### config.mk
export PLATFORM = sky130hd
export DESIGN_NAME = rr_lmsm_sequencer_flat
export DESIGN_NICKNAME = d
export VERILOG_FILES = /design/src/rtl/rr_lmsm_sequencer_if.sv /design/src/rtl/rr_lmsm_sequencer.sv /design/src/flat_wrapper.sv
export SDC_FILE = /design/constraint.sdc
export NUM_CORES = 1
export LEC_CHECK = 0
export ABC_AREA = 1
export ABC_CLOCK_PERIOD_IN_PS = 2700
export BUFFER_PORTS_ARGS = -buffer_cell sky130_fd_sc_hd__buf_4
export CAP_MARGIN = 20
export CELL_PAD_IN_SITES_DETAIL_PLACEMENT = 1
export CELL_PAD_IN_SITES_GLOBAL_PLACEMENT = 1
export CORE_AREA = 3 3 89 91
export CTS_CLUSTER_SIZE = 25
export DETAILED_ROUTE_END_ITERATION = 8
export DIE_AREA = 0 0 92 94
export PLACE_DENSITY = 0.91
export SYNTH_ARGS = -nofsm -noshare
export SYNTH_HDL_FRONTEND = slang
export SYNTH_SLANG_ARGS = --single-unit
export TNS_END_PERCENT = 20
### constraint.sdc
create_clock -name clk -period 2.7 [get_ports clk]
set_input_delay 0.27 -clock clk [delete_from_list [all_inputs] [get_ports clk]]
set_output_delay 0.27 -clock clk [all_outputs]
set_load 0.01 [all_outputs]
### src/rtl/rr_lmsm_sequencer_if.sv
// Upstream (ID->RR) and downstream (micro-op) signals of the LM/SM sequencer.
// master = pipeline/environment side, slave = sequencer side.
interface rr_lmsm_sequencer_if;
  logic        id_valid;
  logic [15:0] id_instr;
  logic [15:0] id_pc;
  logic [9:0]  id_cntrl;
  logic        id_stall;

  logic        uop_valid;
  logic [15:0] uop_instr;
  logic [15:0] uop_pc;
  logic [9:0]  uop_cntrl;
  logic        uop_first;
  logic        uop_last;

  modport master (
    output id_valid, id_instr, id_pc, id_cntrl,
    input  id_stall,
    input  uop_valid, uop_instr, uop_pc, uop_cntrl, uop_first, uop_last
  );

  modport slave (
    input  id_valid, id_instr, id_pc, id_cntrl,
    output id_stall,
    output uop_valid, uop_instr, uop_pc, uop_cntrl, uop_first, uop_last
  );
endinterface

### src/rtl/rr_lmsm_sequencer.sv
// Cracks LM/SM into one LW/SW micro-op per set mask bit (lowest register first);
// other instructions pass through with one cycle of registered latency.
module rr_lmsm_sequencer #(
  parameter logic [3:0] OP_LM = 4'b0110,
  parameter logic [3:0] OP_SM = 4'b0111,
  parameter logic [3:0] OP_LW = 4'b0100,
  parameter logic [3:0] OP_SW = 4'b0101
) (
  input  logic                 clk,
  input  logic                 rst,
  input  logic                 stall_in,
  input  logic                 flush,
  output logic                 busy,
  rr_lmsm_sequencer_if.slave   bus
);

  typedef enum logic [0:0] {StIdle, StSeq} state_e;

  state_e      state_q;
  logic [7:0]  pending_q;
  logic [2:0]  off_q;
  logic [2:0]  ra_q;
  logic        is_sm_q;

  logic        uop_valid_q;
  logic [15:0] uop_instr_q;
  logic [15:0] uop_pc_q;
  logic [9:0]  uop_cntrl_q;
  logic        uop_first_q;
  logic        uop_last_q;

  logic [3:0]  id_op;
  logic        is_multi;
  logic        in_seq;
  logic [7:0]  src_mask;
  logic [2:0]  idx;
  logic [7:0]  next_pending;
  logic        kind_sm;
  logic [2:0]  ra;
  logic [2:0]  off;
  logic [15:0] uop_word;

  logic unused_id_bit;
  assign unused_id_bit = bus.id_instr[8];

  function automatic logic [2:0] lowest_idx(input logic [7:0] m);
    logic [2:0] r;
    r = 3'd0;
    for (int i = 7; i >= 0; i--) begin
      if (m[i]) r = 3'(i);
    end
    return r;
  endfunction

  // The same micro-op datapath serves the first op (from id_*) and later ops (from latches).
  always_comb begin
    id_op        = bus.id_instr[15:12];
    is_multi     = (id_op == OP_LM) || (id_op == OP_SM);
    in_seq       = (state_q == StSeq);
    src_mask     = in_seq ? pending_q : bus.id_instr[7:0];
    idx          = lowest_idx(src_mask);
    next_pending = src_mask & ~(8'd1 << idx);
    kind_sm      = in_seq ? is_sm_q : (id_op == OP_SM);
    ra           = in_seq ? ra_q : bus.id_instr[11:9];
    off          = in_seq ? off_q + 3'd1 : 3'd0;
    uop_word     = {(kind_sm ? OP_SW : OP_LW), idx, ra, 3'b000, off};
  end

  always_ff @(posedge clk) begin
    if (rst) begin
      state_q     <= StIdle;
      pending_q   <= 8'd0;
      off_q       <= 3'd0;
      ra_q        <= 3'd0;
      is_sm_q     <= 1'b0;
      uop_valid_q <= 1'b0;
      uop_instr_q <= 16'd0;
      uop_pc_q    <= 16'd0;
      uop_cntrl_q <= 10'd0;
      uop_first_q <= 1'b0;
      uop_last_q  <= 1'b0;
    end else if (flush) begin
      uop_valid_q <= 1'b0;
      state_q     <= StIdle;
      pending_q   <= 8'd0;
    end else if (!stall_in) begin
      unique case (state_q)
        StIdle: begin
          if (!bus.id_valid) begin
            uop_valid_q <= 1'b0;
          end else if (!is_multi) begin
            uop_valid_q <= 1'b1;
            uop_instr_q <= bus.id_instr;
            uop_pc_q    <= bus.id_pc;
            uop_cntrl_q <= bus.id_cntrl;
            uop_first_q <= 1'b1;
            uop_last_q  <= 1'b1;
          end else if (bus.id_instr[7:0] == 8'd0) begin
            // Empty register list: nothing to issue, instruction retires silently.
            uop_valid_q <= 1'b0;
          end else begin
            uop_valid_q <= 1'b1;
            uop_instr_q <= uop_word;
            uop_pc_q    <= bus.id_pc;
            uop_cntrl_q <= bus.id_cntrl;
            uop_first_q <= 1'b1;
            uop_last_q  <= (next_pending == 8'd0);
            pending_q   <= next_pending;
            off_q       <= 3'd0;
            ra_q        <= bus.id_instr[11:9];
            is_sm_q     <= (id_op == OP_SM);
            if (next_pending != 8'd0) state_q <= StSeq;
          end
        end
        StSeq: begin
          uop_valid_q <= 1'b1;
          uop_instr_q <= uop_word;
          uop_first_q <= 1'b0;
          uop_last_q  <= (next_pending == 8'd0);
          pending_q   <= next_pending;
          off_q       <= off;
          if (next_pending == 8'd0) state_q <= StIdle;
        end
        default: state_q <= StIdle;
      endcase
    end
  end

  assign busy          = (state_q == StSeq);
  assign bus.id_stall  = stall_in | (state_q == StSeq);
  assign bus.uop_valid = uop_valid_q;
  assign bus.uop_instr = uop_instr_q;
  assign bus.uop_pc    = uop_pc_q;
  assign bus.uop_cntrl = uop_cntrl_q;
  assign bus.uop_first = uop_first_q;
  assign bus.uop_last  = uop_last_q;

endmodule

### src/flat_wrapper.sv
// flat-port wrapper written by rule: the top's interface ports become plain ports
module rr_lmsm_sequencer_flat 
#(
  parameter logic [3:0] OP_LM = 4'b0110,
  parameter logic [3:0] OP_SM = 4'b0111,
  parameter logic [3:0] OP_LW = 4'b0100,
  parameter logic [3:0] OP_SW = 4'b0101
)
  (clk, rst, stall_in, flush, busy, bus_id_valid, bus_id_instr, bus_id_pc, bus_id_cntrl, bus_id_stall, bus_uop_valid, bus_uop_instr, bus_uop_pc, bus_uop_cntrl, bus_uop_first, bus_uop_last);
  rr_lmsm_sequencer_if bus_i ();
  input  logic clk;
  input  logic rst;
  input  logic stall_in;
  input  logic flush;
  output logic busy;
  input wire logic [$bits(bus_i.id_valid)-1:0] bus_id_valid;
  input wire logic [$bits(bus_i.id_instr)-1:0] bus_id_instr;
  input wire logic [$bits(bus_i.id_pc)-1:0] bus_id_pc;
  input wire logic [$bits(bus_i.id_cntrl)-1:0] bus_id_cntrl;
  output wire logic [$bits(bus_i.id_stall)-1:0] bus_id_stall;
  output wire logic [$bits(bus_i.uop_valid)-1:0] bus_uop_valid;
  output wire logic [$bits(bus_i.uop_instr)-1:0] bus_uop_instr;
  output wire logic [$bits(bus_i.uop_pc)-1:0] bus_uop_pc;
  output wire logic [$bits(bus_i.uop_cntrl)-1:0] bus_uop_cntrl;
  output wire logic [$bits(bus_i.uop_first)-1:0] bus_uop_first;
  output wire logic [$bits(bus_i.uop_last)-1:0] bus_uop_last;
  assign bus_i.id_valid = bus_id_valid;
  assign bus_i.id_instr = bus_id_instr;
  assign bus_i.id_pc = bus_id_pc;
  assign bus_i.id_cntrl = bus_id_cntrl;
  assign bus_id_stall = bus_i.id_stall;
  assign bus_uop_valid = bus_i.uop_valid;
  assign bus_uop_instr = bus_i.uop_instr;
  assign bus_uop_pc = bus_i.uop_pc;
  assign bus_uop_cntrl = bus_i.uop_cntrl;
  assign bus_uop_first = bus_i.uop_first;
  assign bus_uop_last = bus_i.uop_last;
  rr_lmsm_sequencer #(.OP_LM(OP_LM), .OP_SM(OP_SM), .OP_LW(OP_LW), .OP_SW(OP_SW)) u_core (.clk(clk), .rst(rst), .stall_in(stall_in), .flush(flush), .busy(busy), .bus(bus_i));
endmodule
Word-level counts from Yosys, hierarchy flattened --
Index checks and enable logic that the tools add are counted.
Word-level totals: bits in registers 61, output and inout port bits 47
Operators by class: add/sub/neg operators 1, eq/ne operators 7, shifts and indexed selects 1, mux-type cells 47, bitwise operators 7, reductions and logical operators 10
Operators with widths (number):
- 16-bit two-way mux | 5
- 3-bit two-way mux | 13
- 8-bit two-way mux | 4
- 16-bit case mux with 2 select lines | 1
- 10-bit two-way mux | 2
- 8-bit zero test | 2
- 1-bit two-way mux | 16
- 8-bit case mux with 2 select lines | 1
- 5-bit AND reduction | 2
- 8-bit AND | 1
- 4-bit by 3-bit equality test with 1-bit output, second input constant | 2
- 8-bit NOT | 1
- 1-bit case mux with 2 select lines | 4
- 4-bit AND reduction | 2
- 8-bit nonzero test | 1
- 1-bit by 3-bit << shifter with 8-bit output, first input constant | 1
- 2-bit != test, second input constant | 3
- 3-bit case mux with 2 select lines | 1
- 6-bit AND reduction | 1
- 1-bit NOT | 4
- 3-bit by 1-bit adder with 3-bit output, second input constant | 1
- 3-bit != test, second input constant | 1
- 2-bit by 1-bit != test with 1-bit output, second input constant | 1
- 2-bit OR reduction | 1
- other kinds (2) | 2

Longest topological paths before layout --
Gate-level depths: netlist (run 1).
word-level depth 18, mapped depth 18

Least setup slack after synthesis (run 1) --
OpenSTA, ideal clock, no wires.
path type flip-flop to flip-flop, start point register u_core.state_q (netlist: u_core.busy), end point register u_core.state_q (netlist: u_core.busy), setup time 0.109 ns, data arrival time 1.569 ns, path slack 1.022 ns, stages on the path, launching flop included 15, path buffers 1, cells stage by stage dfxtp_1 -> inv_2 -> buf_6 -> nand2_1 -> nand2_1 -> nor2_2 -> nand2_2 -> nor2_2 -> nand3_1 -> nand2_1 -> nand3_1 -> nor2_1 -> nand3_1 -> nand2_1 -> inv_1
Between the ends: cells in the longest elaborated chain, start to end 18, elaborated cells between the ends (all ways) 21, classes of those cells shift: 1; mux: 15; bitwise: 3; reduce/logical: 2
RTL lines:
- start: declaration | line rr_lmsm_sequencer.sv:19 | state_e state_q;
- start signal: assignment | line rr_lmsm_sequencer.sv:71 | state_q <= StIdle;
- start signal: assignment | line rr_lmsm_sequencer.sv:84 | state_q <= StIdle;
- start signal: assignment | line rr_lmsm_sequencer.sv:112 | if (next_pending != 8'd0) state_q <= StSeq;
- 8-bit two-way mux | line rr_lmsm_sequencer.sv:60 | src_mask = in_seq ? pending_q : bus.id_instr[7:0];
- 3-bit two-way mux (8 in series) | line rr_lmsm_sequencer.sv:50 | if (m[i]) r = 3'(i);
- 1-bit by 3-bit << shifter with 8-bit output | line rr_lmsm_sequencer.sv:62 | next_pending = src_mask & ~(8'd1 << idx);
- 8-bit NOT | line rr_lmsm_sequencer.sv:62
- 8-bit AND | line rr_lmsm_sequencer.sv:62
- 8-bit nonzero test | line rr_lmsm_sequencer.sv:112
- 1-bit two-way mux | line rr_lmsm_sequencer.sv:112
- 1-bit two-way mux | line rr_lmsm_sequencer.sv:98 | end else if (bus.id_instr[7:0] == 8'd0) begin
- 1-bit two-way mux | line rr_lmsm_sequencer.sv:91 | end else if (!is_multi) begin
- 1-bit two-way mux | line rr_lmsm_sequencer.sv:89 | if (!bus.id_valid) begin
- 1-bit case mux with 2 select lines (*) | line rr_lmsm_sequencer.sv:87 | unique case (state_q)
Mark *: on every way between the ends. The rest lies on a longest branch, timed or not. A chain may end at the register's enable or synchronous reset.

Final worst setup path (run 1) --
start point register u_core.state_q (netlist: u_core.busy), end point register u_core.uop_instr_q[14] (netlist: u_core.bus.uop_instr[14])
Between the ends: cells in the longest elaborated chain, start to end 3, elaborated cells between the ends (all ways) 5, classes of those cells eq/ne: 2; mux: 1; bitwise: 1; reduce/logical: 1
RTL lines:
- 1-bit NOT | line rr_lmsm_sequencer.sv:87
- 3-bit != test (no source line) or 2-bit != test (tied branches)
- 4-bit AND reduction (no source line)
- end signal: assignment | line rr_lmsm_sequencer.sv:93 | uop_instr_q <= bus.id_instr;
- end signal: assignment | line rr_lmsm_sequencer.sv:103 | uop_instr_q <= uop_word;
- end signal: assignment | line rr_lmsm_sequencer.sv:117 | uop_instr_q <= uop_word;
- end: declaration | line rr_lmsm_sequencer.sv:26 | logic [15:0] uop_instr_q;
Several ways; a longest one is shown, not always the timed one.

==> impl_metrics.csv, run 1 <==
group,metric,value,unit
placed_design,portBuffers,93,
finish,num-fill-cells,980,
finish,finalNonFillerCells,573,
finish,area_growth,36.7,%
finish,fin_area,3630,um^2
worst_setup_path,critPathMaxFanout,28,
global_route,grt_start_max_net_pins,30,
clock_network,path_clk_slew,0.07,ns
clock_network,cts_buffers,9,
routing,wl_per_cell,16.2,um
timing,post-route-period-util,83.1,%
timing,tightest_slew,0.763,ns
power,total_power,0.00206,W
run_status,run_status,"finished clean",
run,maxCapViolCount,0,
timing,slew_headroom,49.1,%
hold_path,hold_start,"bus_id_pc[5]",
logic_synthesis,synth_area_leader_cell,"dfxtp_1",
clock_network,cts_tree,"done",
timing,fin_setup_tns,0,ns
floorplan,fp.dieArea,8650,um^2
hold_path,hold_end,"u_core.bus.uop_pc[5]$_SDFFE_PP0P_",
finish,regArea,1220,um^2
routing,finalWirelength,9300,um
finish,mostFrequentLayoutCell,"buf_4",
placed_design,dpl.hpwl,6850,um
clock_network,cts_resized,0,
routing,ant_nets,0,
global_route,grt_pass1_vias,3054,
worst_setup_path,crit_required,2.93,ns
finish,multi_input_area,1250,um^2
worst_setup_path,r2r_end,"u_core.bus.uop_instr[14]$_SDFFE_PP0P_",
floorplan,rows,31,
finish,drive_gt1_share,27.6,%
finish,layout_common_cells,"buf_4, nor2_1, nand2_1, dfxtp_1, o21ai_0",
floorplan,coreArea,7210,um^2
global_route,busiest_layer,"met2",
timing,fmax,446,MHz
logic_synthesis,ys_seq_area_share,46.0,%
power,power_density,567,nW/um^2
global_route,grt_util_met2,38.3,%
floorplan,start_util,36.8,%
routing,drtIter0Drc,179,
logic_synthesis,syn_area,2660,um^2
timing,fin_skew,0.00703,ns
clock_network,clkLatencyLatePin,0.34,ns
timing,fin_crit,2.24,ns
hold_path,hold_class,"in2reg",
logic_synthesis,avgSynthCellArea,7.01,um^2
timing,hold_viol,0,
global_route,grtUsageTotal,22.2,%
logic_synthesis,ys_warn_count,0,
timing,setup_viol,0,
routing,vias,2917,
global_route,grt_pass1_wl,15000,um
worst_setup_path,path_class,"reg2reg",
power,p_leak,1.75,nW
placed_design,gp_congestion,0.930,
worst_setup_path,rr_startpoint,"u_core.busy$_SDFFE_PP0N_",
finish,num_antenna_cells,0,
logic_synthesis,syn_inst,379,
worst_setup_path,start_kind,"register",
floorplan,io_pins,94,
finish,nNetsFinal,517,
logic_synthesis,syn_nets,427,
placed_design,post_dp_cell_area,3430,um^2
power,vdd_drop_max,0.000392,V
placed_design,dp_cells,557,
routing,route.detailed.drc,0,
logic_synthesis,synth_cell_type_count,29,
logic_synthesis,synthTopCellsByArea,"dfxtp_1, nor2_1, o21ai_0",
global_route,grtUsageMet3,8.01,%
clock_network,cts_setup_buffers,0,
routing,dr.pass1.iters,4,
worst_setup_path,endpoint_kind,"register",
logic_synthesis,synth-seq-cells,61,
clock_network,clock_sinks,61,
worst_setup_path,reg2reg_depth,6,
routing,avgViaCountPerCell,5.09,
clock_network,cts-root-buf,"clkbuf_8",
floorplan,fp.dieW,92,um
clock_network,cts_hold_buf,0,
clock_network,htreeDepth,3,
clock_network,clock_path_buffers,2,
logic_synthesis,synth_top_cell_area_share,46.0,%
global_route,grtUsageMet1,24.7,%
global_route,antenna_found_initial,0,
global_route,overflow,0,
worst_setup_path,worstPathArrival,2.48,ns
worst_setup_path,r2r_slack,0.46,ns
timing,drv_slew,0,
timing,rsz0062_at_grt,"no",
floorplan,die_h,94,um
hold_path,worstHoldPathCells,3,
==> cell type report <==
class | count | area share [%]
repair buffers | 97 | 20.0
clock buffers | 10 | 3.79
inverters | 28 | 2.89
clock inverters | 6 | 1.72
flip-flops and latches | 61 | 33.6
multi-input cells | 272 | 34.5
well taps | 99 | 3.41
==> sequential cells by signal, summed over array words and instances, names as in the netlist <==
signal / cells
u_core.bus.uop_last: 1
u_core.pending_q: 8
u_core.bus.uop_cntrl: 10
u_core.bus.uop_pc: 16
u_core.off_q: 3
u_core.bus.uop_instr: 16
u_core.is_sm_q: 1
u_core.bus.uop_first: 1
u_core.bus.uop_valid: 1
u_core.busy: 1
u_core.ra_q: 3
==> cell families (layout without fill, tap and decap cells) <==
| family | after synthesis | in the layout | synth area share, % |
|---|---|---|---|
| adder cells (fa/ha/maj) | 1 | 1 | 0.471 |
| flip-flops | 61 | 61 | 46.0 |
| buffers and inverters | 46 | 141 | 7.02 |
| AND/OR/NAND/NOR | 173 | 173 | 26.8 |
| AO/OA/AOI/OAI | 98 | 98 | 19.7 |
==> synthesized netlist by cell type <==
master / count
nor2_1: 78
a31oi_1: 3
or2_2: 2
nand2_2: 5
o21ai_0: 55
o211ai_1: 2
clkbuf_1: 10
inv_2: 2
a211oi_1: 1
a21oi_1: 28
nand3_1: 17
nand3_2: 1
nand4_1: 2
o21a_1: 1
buf_1: 4
ha_1: 1
a21boi_1: 2
buf_2: 2
buf_4: 1
dfxtp_1: 61
nand2_1: 62
buf_6: 1
nor3_1: 1
o21ai_1: 3
nor2_2: 5
inv_1: 26
o221a_2: 1
o21ai_2: 1
a21oi_2: 1
==> worst max path at each step <==
| stage | startpoint | end | slack (ns) |
|---|---|---|---|
| after floorplan | u_core.busy$_SDFFE_PP0N_ | u_core.busy$_SDFFE_PP0N_ | 1.02 |
| after global placement | bus_id_instr[13] | u_core.bus.uop_instr[14]$_SDFFE_PP0P_ | 0.18 |
| after detailed placement | bus_id_instr[13] | u_core.bus.uop_instr[14]$_SDFFE_PP0P_ | 0.08 |
| after CTS | u_core.busy$_SDFFE_PP0N_ | u_core.bus.uop_instr[14]$_SDFFE_PP0P_ | 0.11 |
| after global routing | u_core.busy$_SDFFE_PP0N_ | u_core.bus.uop_instr[6]$_SDFFE_PP0P_ | 0.29 |
| final | u_core.busy$_SDFFE_PP0N_ | u_core.bus.uop_instr[14]$_SDFFE_PP0P_ | 0.46 |
==> critical path, stage by stage, from the launching register on <==
cell	delay, ns
dfxtp_1	0.39
inv_2	0.18
nand3_1	0.16
nand4_1	0.19
nor2_4	0.50
inv_2	0.36
o221a_2	0.33
==> through the flow <==
step / utilization (%) / worst slack, ns / hold WS, ns
after floorplan: - / 1.02 / 0.405
after global placement: 47.5 / 0.179 / 0.448
after detailed placement: 47.5 / 0.0780 / 0.458
after CTS: 50.3 / 0.115 / 0.143
after global routing: 50.3 / 0.285 / 0.153
final: 50.3 / 0.455 / 0.151
==> report_power, final <==
group / internal, W / switching [W] / leakage (nW)
clock network: 0.000448 / 0.000381 / 0.0943
logic: 0.000124 / 0.000151 / 1.16
registers: 0.000936 / 0.0000208 / 0.497
total: 0.00151 / 0.000553 / 1.75
==> routing by layer <==
layer	vias to the layer above	part of all wire (%)
met1	1379	40
met3	24	8.2
li1	1413	-
met2	101	49
met5	-	0
met4	0	2.6
Power figures use the tool's default switching activity.
==> run 2, diff against run 1 <==
ABC_AREA = 0   (was 1)
ABC_CLOCK_PERIOD_IN_PS = 1900   (was 2700)
CORE_AREA = 3 3 97 99   (was 3 3 89 91)
DIE_AREA = 0 0 100 102   (was 0 0 92 94)
PLACE_DENSITY = 0.82   (was 0.91)
clock period = 1.9 ns   (was 2.7 ns; I/O delays follow)
==> impl_metrics.csv, run 2 <==
group,metric,value,unit
finish,num_antenna_cells,0,
logic_synthesis,synthArstFlopShare,0,%
finish,fin_area,4370,um^2
placed_design,post_dp_cell_area,3900,um^2
finish,nNetsFinal,524,
logic_synthesis,synth-seq-cells,61,
timing,fin_skew,0.00714,ns
floorplan,start_util,32.7,%
timing,tightest_slew,0.686,ns
timing,slew_headroom,54.1,%
finish,drive_gt1_share,45.1,%
routing,ant_nets,0,
timing,setup_viol,8,
routing,wl_per_cell,17.9,um
timing,rsz0062_at_grt,"yes",
routing,finalWirelength,10500,um
logic_synthesis,synth_area_leader_cell,"dfxtp_1",
timing,fin_crit,2.17,ns
logic_synthesis,yosys-top-cells-count,"nand2_1, dfxtp_1, a21oi_1",
logic_synthesis,ys_seq_area_share,43.3,%
timing,hold_viol,0,
logic_synthesis,syn_nets,387,
floorplan,die_h,102,um
placed_design,place_ws,-0.326,ns
routing,dr.pass1.iters,4,
clock_network,htreeDepth,3,
logic_synthesis,synth_top_cell_area_share,43.3,%
logic_synthesis,synth-main-ff-cell,"dfxtp_1",
placed_design,dpl.hpwl,7430,um
clock_network,cts_buffers,9,
global_route,overflow,0,
global_route,grt_pass1_wl,16100,um
power,vdd_drop_max,0.000461,V
floorplan,coreArea,8640,um^2
floorplan,rows,34,
routing,vias,2990,
clock_network,clkLatencyLatePin,0.33,ns
finish,layout_common_cells,"buf_4, nand2_1, dfxtp_1, a21oi_1, nor2_1",
worst_setup_path,crit_required,2.11,ns
power,power_density,670,nW/um^2
worst_setup_path,critPathMaxFanout,5,
logic_synthesis,synth_cell_type_count,51,
logic_synthesis,syn_area,2820,um^2
finish,area_growth,54.9,%
clock_network,cts-root-buf,"clkbuf_8",
global_route,grtUsageTotal,20.0,%
placed_design,portBuffers,93,
worst_setup_path,worstPathArrival,2.38,ns
logic_synthesis,avgSynthCellArea,8.33,um^2
worst_setup_path,path_class,"reg2reg",
global_route,antenna_found_initial,0,
routing,route.detailed.drc,0,
floorplan,fp.dieArea,10200,um^2
logic_synthesis,yosysMostFrequentCell,"nand2_1",
clock_network,clock_sinks,61,
worst_setup_path,endpoint_kind,"register",
power,p_leak,1.81,nW
hold_path,hold_class,"in2reg",
routing,avgViaCountPerCell,5.09,
timing,post-route-period-util,114,%
run_status,run_status,"complete, but fails checks",
floorplan,io_pins,94,
timing,fmax,461,MHz
global_route,grt_pass1_vias,3191,
timing,drv_slew,0,
finish,mostFrequentLayoutCell,"buf_4",
logic_synthesis,syn_inst,339,
clock_network,cts_tree,"done",
finish,postLayoutCoreUtil,50.6,%
logic_synthesis,synthTopCellsByArea,"dfxtp_1, nand2_1, a21oi_1",
run_status,violations,"setup timing",
logic_synthesis,synth_edf_count,0,
worst_setup_path,start_kind,"register",
placed_design,gp_congestion,0.835,
run,maxCapViolCount,0,
global_route,grt_start_max_net_pins,40,
routing,drtIter0Drc,136,
clock_network,path_clk_slew,0.07,ns
clock_network,clock_path_buffers,2,
floorplan,fp.dieW,100,um
logic_synthesis,ys_warn_count,0,
timing,fin_ws,-0.270,ns
timing,timing.hold.ws,0.102,ns
-- run 2: cell types whose count changed after synthesis, moves of 11 or more --
cell	change
mux2i_1	+17
inv_1	-25
nor2_1	-36
o21ai_0	-53
a21oi_1	+19
nand3_1	-11
-- run 2: final cells by class --
type / count / area (um^2)
timing repair buffer: 152 / 1210
fill: 1018 / 4260
tap: 108 / 135
clock inverter: 3 / 20.0
sequential: 61 / 1220
multi-input combinational: 251 / 1610
clock buffer: 11 / 163
inverter: 1 / 3.75
-- run 2: kinds of logic after synthesis --
group,share of synthesized area [%]
flip-flops,43.3
adder cells (fa/ha/maj),0.443
XOR/XNOR,0.310
AND/OR/NAND/NOR,23.5
multiplexers,7.36
AO/OA/AOI/OAI,18.6
buffers and inverters,6.52
-- run 2: worst paths after layout --
| kind | start | to | slack, ns | depth (start not counted) |
|---|---|---|---|---|
| worst max-delay path | u_core.busy$_SDFFE_PP0N_ | u_core.bus.uop_last$_SDFFE_PP0P_ | -0.27 | 9 |
| worst min-delay path | bus_id_cntrl[6] | u_core.bus.uop_cntrl[6]$_SDFFE_PP0P_ | 0.10 | 3 |
| worst max register to register | u_core.busy$_SDFFE_PP0N_ | u_core.bus.uop_last$_SDFFE_PP0P_ | -0.27 | 9 |
| worst min register to register | u_core.bus.uop_instr[5]$_SDFFE_PP0P_ | u_core.bus.uop_instr[5]$_SDFFE_PP0P_ | 0.46 | 2 |
-- run 2: metal layers --
| layer | share of wire [%] | global-route usage (%) | vias up |
|---|---|---|---|
| li1 | - | - | 1449 |
| met1 | 43 | 24.8 | 1465 |
| met2 | 52 | 34.5 | 64 |
| met3 | 3.3 | 3.62 | 12 |
| met4 | 1.7 | 8.29 | 0 |
| met5 | 0 | 0 | - |
-- run 2: power breakdown --
group          switching, W  total (W)  internal [W]
combinational      0.000242   0.000491      0.000249
clock              0.000530    0.00110      0.000572
sequential        0.0000213    0.00134       0.00131
total              0.000794    0.00293       0.00213
-- run 2: worst max-delay path, cell delays in order, from the launching register on --
cell and delay, ns:
dfxtp_4 0.36, buf_6 0.12, or3b_4 0.42, o31a_4 0.14
o211ai_4 0.21, mux2_4 0.33, a22oi_2 0.15, a211o_1 0.15
buf_4 0.11, a211oi_2 0.04
-- run 2: metrics by stage --
stage                     power [W]  cells  setup TNS (ns)
after floorplan             0.00156    339          -0.234
after global placement      0.00179    559           -5.37
after detailed placement    0.00180    560           -4.55
after CTS                   0.00292    585           -1.24
after global routing        0.00306    587           -2.61
final                       0.00293    587           -1.21
-- run 2: what timing repair did --
| item | 4_1_cts | 5_1_grt |
|---|---|---|
| setup endpoints to repair | 26 | 25 |
| hold buffers | 0 | 0 |
| gates resized for setup | 13 | 28 |
| pin swaps | 9 | 14 |
| setup buffers | 11 | 2 |
| cloned | 0 | 0 |
==> run 3, diff against run 2 <==
ABC_AREA = not set   (was 0)
CORE_AREA = 2 2 96 98   (was 3 3 97 99)
DIE_AREA = 0 0 98 100   (was 0 0 100 102)
==> impl_metrics.csv, run 3 (synthesis results as in run 2) <==
group,metric,value,unit
floorplan,rows,35,
worst_setup_path,rr_startpoint,"u_core.busy$_SDFFE_PP0N_",
routing,vias,3020,
global_route,grt_pass1_wl,16200,um
clock_network,cts_buffers,9,
finish,postLayoutCoreUtil,48.0,%
timing,drv_slew,0,
timing,fin_crit,2.20,ns
floorplan,die_h,100,um
timing,fin_skew,0.00919,ns
run_status,run_status,"complete, but fails checks",
timing,fmax,455,MHz
timing,slew_headroom,50.4,%
worst_setup_path,r2r_slack,-0.30,ns
floorplan,fp.dieArea,9800,um^2
floorplan,io_pins,94,
worst_setup_path,critPathMaxFanout,6,
clock_network,clkLatencyLatePin,0.34,ns
routing,wl_per_cell,18.3,um
finish,num-fill-cells,1095,
global_route,grtUsageTotal,21.1,%
finish,nNetsFinal,520,
power,total_power,0.00301,W
worst_setup_path,path_class,"reg2reg",
worst_setup_path,startpoint,"u_core.busy$_SDFFE_PP0N_",
floorplan,coreArea,8890,um^2
clock_network,htreeDepth,3,
hold_path,hold_class,"in2reg",
worst_setup_path,endpoint_kind,"register",
clock_network,cts-root-buf,"clkbuf_8",
floorplan,start_util,31.8,%
floorplan,fp.dieW,98,um
clock_network,clock_path_buffers,2,
finish,drive_gt1_share,41.5,%
run_status,violations,"setup timing",
routing,route.detailed.drc,0,
placed_design,dp_cells,561,
timing,setup_viol,13,
worst_setup_path,endpoint,"u_core.busy$_SDFFE_PP0N_",
clock_network,clock_sinks,61,
timing,post-route-period-util,116,%
clock_network,cts_hold_buf,0,
global_route,antenna_found_initial,0,
placed_design,dpl.hpwl,7170,um
routing,avgViaCountPerCell,5.14,
timing,hold_viol,0,
global_route,grt_start_max_net_pins,33,
placed_design,portBuffers,93,
routing,dr.pass1.iters,4,
finish,mostFrequentLayoutCell,"buf_4",
power,p_leak,1.78,nW
timing,tightest_slew,0.738,ns
worst_setup_path,r2r_end,"u_core.busy$_SDFFE_PP0N_",
finish,num_antenna_cells,0,
finish,finalNonFillerCells,588,
power,power_density,705,nW/um^2
clock_network,path_clk_slew,0.07,ns
placed_design,gp_congestion,0.843,
routing,finalWirelength,10700,um
worst_setup_path,crit_required,2.13,ns
worst_setup_path,worstPathArrival,2.43,ns
worst_setup_path,start_kind,"register",
routing,ant_nets,0,
finish,layout_common_cells,"buf_4, nand2_1, dfxtp_1, a21oi_1, nor2_1",
clock_network,cts_tree,"done",
worst_setup_path,reg2reg_depth,9,
run,maxCapViolCount,0,
global_route,overflow,0,
power,vdd_drop_max,0.000328,V
timing,fin_ws,-0.296,ns
routing,drtIter0Drc,142,
global_route,grt_pass1_vias,3192,
timing,rsz0062_at_grt,"yes",
finish,area_growth,51.2,%
run 3: worst min path at each step:
stage	from	to	slack, ns	cells past startpoint
5_1_grt	bus_id_pc[2]	u_core.bus.uop_pc[2]$_SDFFE_PP0P_	0.09	3
3_3_place_gp	bus_id_cntrl[9]	u_core.bus.uop_cntrl[9]$_SDFFE_PP0P_	0.44	3
3_5_place_dp	u_core.bus.uop_instr[4]$_SDFFE_PP0P_	u_core.bus.uop_instr[4]$_SDFFE_PP0P_	0.45	2
4_1_cts	bus_id_pc[10]	u_core.bus.uop_pc[10]$_SDFFE_PP0P_	0.08	3
2_1_floorplan	bus_id_cntrl[0]	u_core.bus.uop_cntrl[0]$_SDFFE_PP0P_	0.33	2
6_report	bus_id_pc[14]	u_core.bus.uop_pc[14]$_SDFFE_PP0P_	0.1	3
run 3: timing repair:
| item | in CTS | in global routing |
|---|---|---|
| setup endpoints to repair | 53 | 27 |
| pin swaps | 7 | 11 |
| gates resized for setup | 14 | 9 |
| setup buffers | 10 | 1 |
run 3: area by class of cell:
| type | count | area (um^2) | share of cell area, % |
|---|---|---|---|
| clock buffers | 12 | 156 | 3.66 |
| well taps | 111 | 139 | 3.25 |
| flip-flops and latches | 61 | 1220 | 28.7 |
| clock inverters | 4 | 45.0 | 1.06 |
| repair buffers | 148 | 1160 | 27.1 |
| multi-input cells | 251 | 1540 | 36.2 |
| inverters | 1 | 3.75 | 0.0879 |
run 3: per-layer routing:
metal,global-route usage (%),routed length (um)
met5,0,0
met4,9.62,273
met2,37.9,5680
met3,5.15,536
met1,23.5,4240
run 3: power by group:
part / leakage (nW) / total, W / switching [W] / internal (W)
combinational: 1.18 / 0.000475 / 0.000241 / 0.000234
clock: 0.105 / 0.00120 / 0.000520 / 0.000680
sequential: 0.496 / 0.00134 / 0.0000221 / 0.00131
run 3: critical path, cell delays in order, from the launching register on:
cell and delay [ns]:
dfxtp_4 0.41, buf_6 0.15, inv_1 0.13, o31ai_4 0.32
nand2_2 0.14, buf_4 0.17, nor2_2 0.12, a31oi_1 0.06
a211o_1 0.34, o221a_1 0.25
run 3: metrics by stage:
| step | worst slack (ns) | cell area (um^2) | hold slack, ns | TNS, ns |
|---|---|---|---|---|
| 5_1_grt | -0.358 | 4270 | 0.0855 | -3.74 |
| 3_3_place_gp | -0.241 | 3860 | 0.438 | -4.82 |
| 6_report | -0.296 | 4270 | 0.0953 | -1.78 |
| 3_5_place_dp | -0.356 | 3860 | 0.448 | -9.04 |
| 4_1_cts | -0.213 | 4220 | 0.0817 | -1.25 |
| 2_1_floorplan | -0.154 | 2860 | 0.326 | -0.234 |
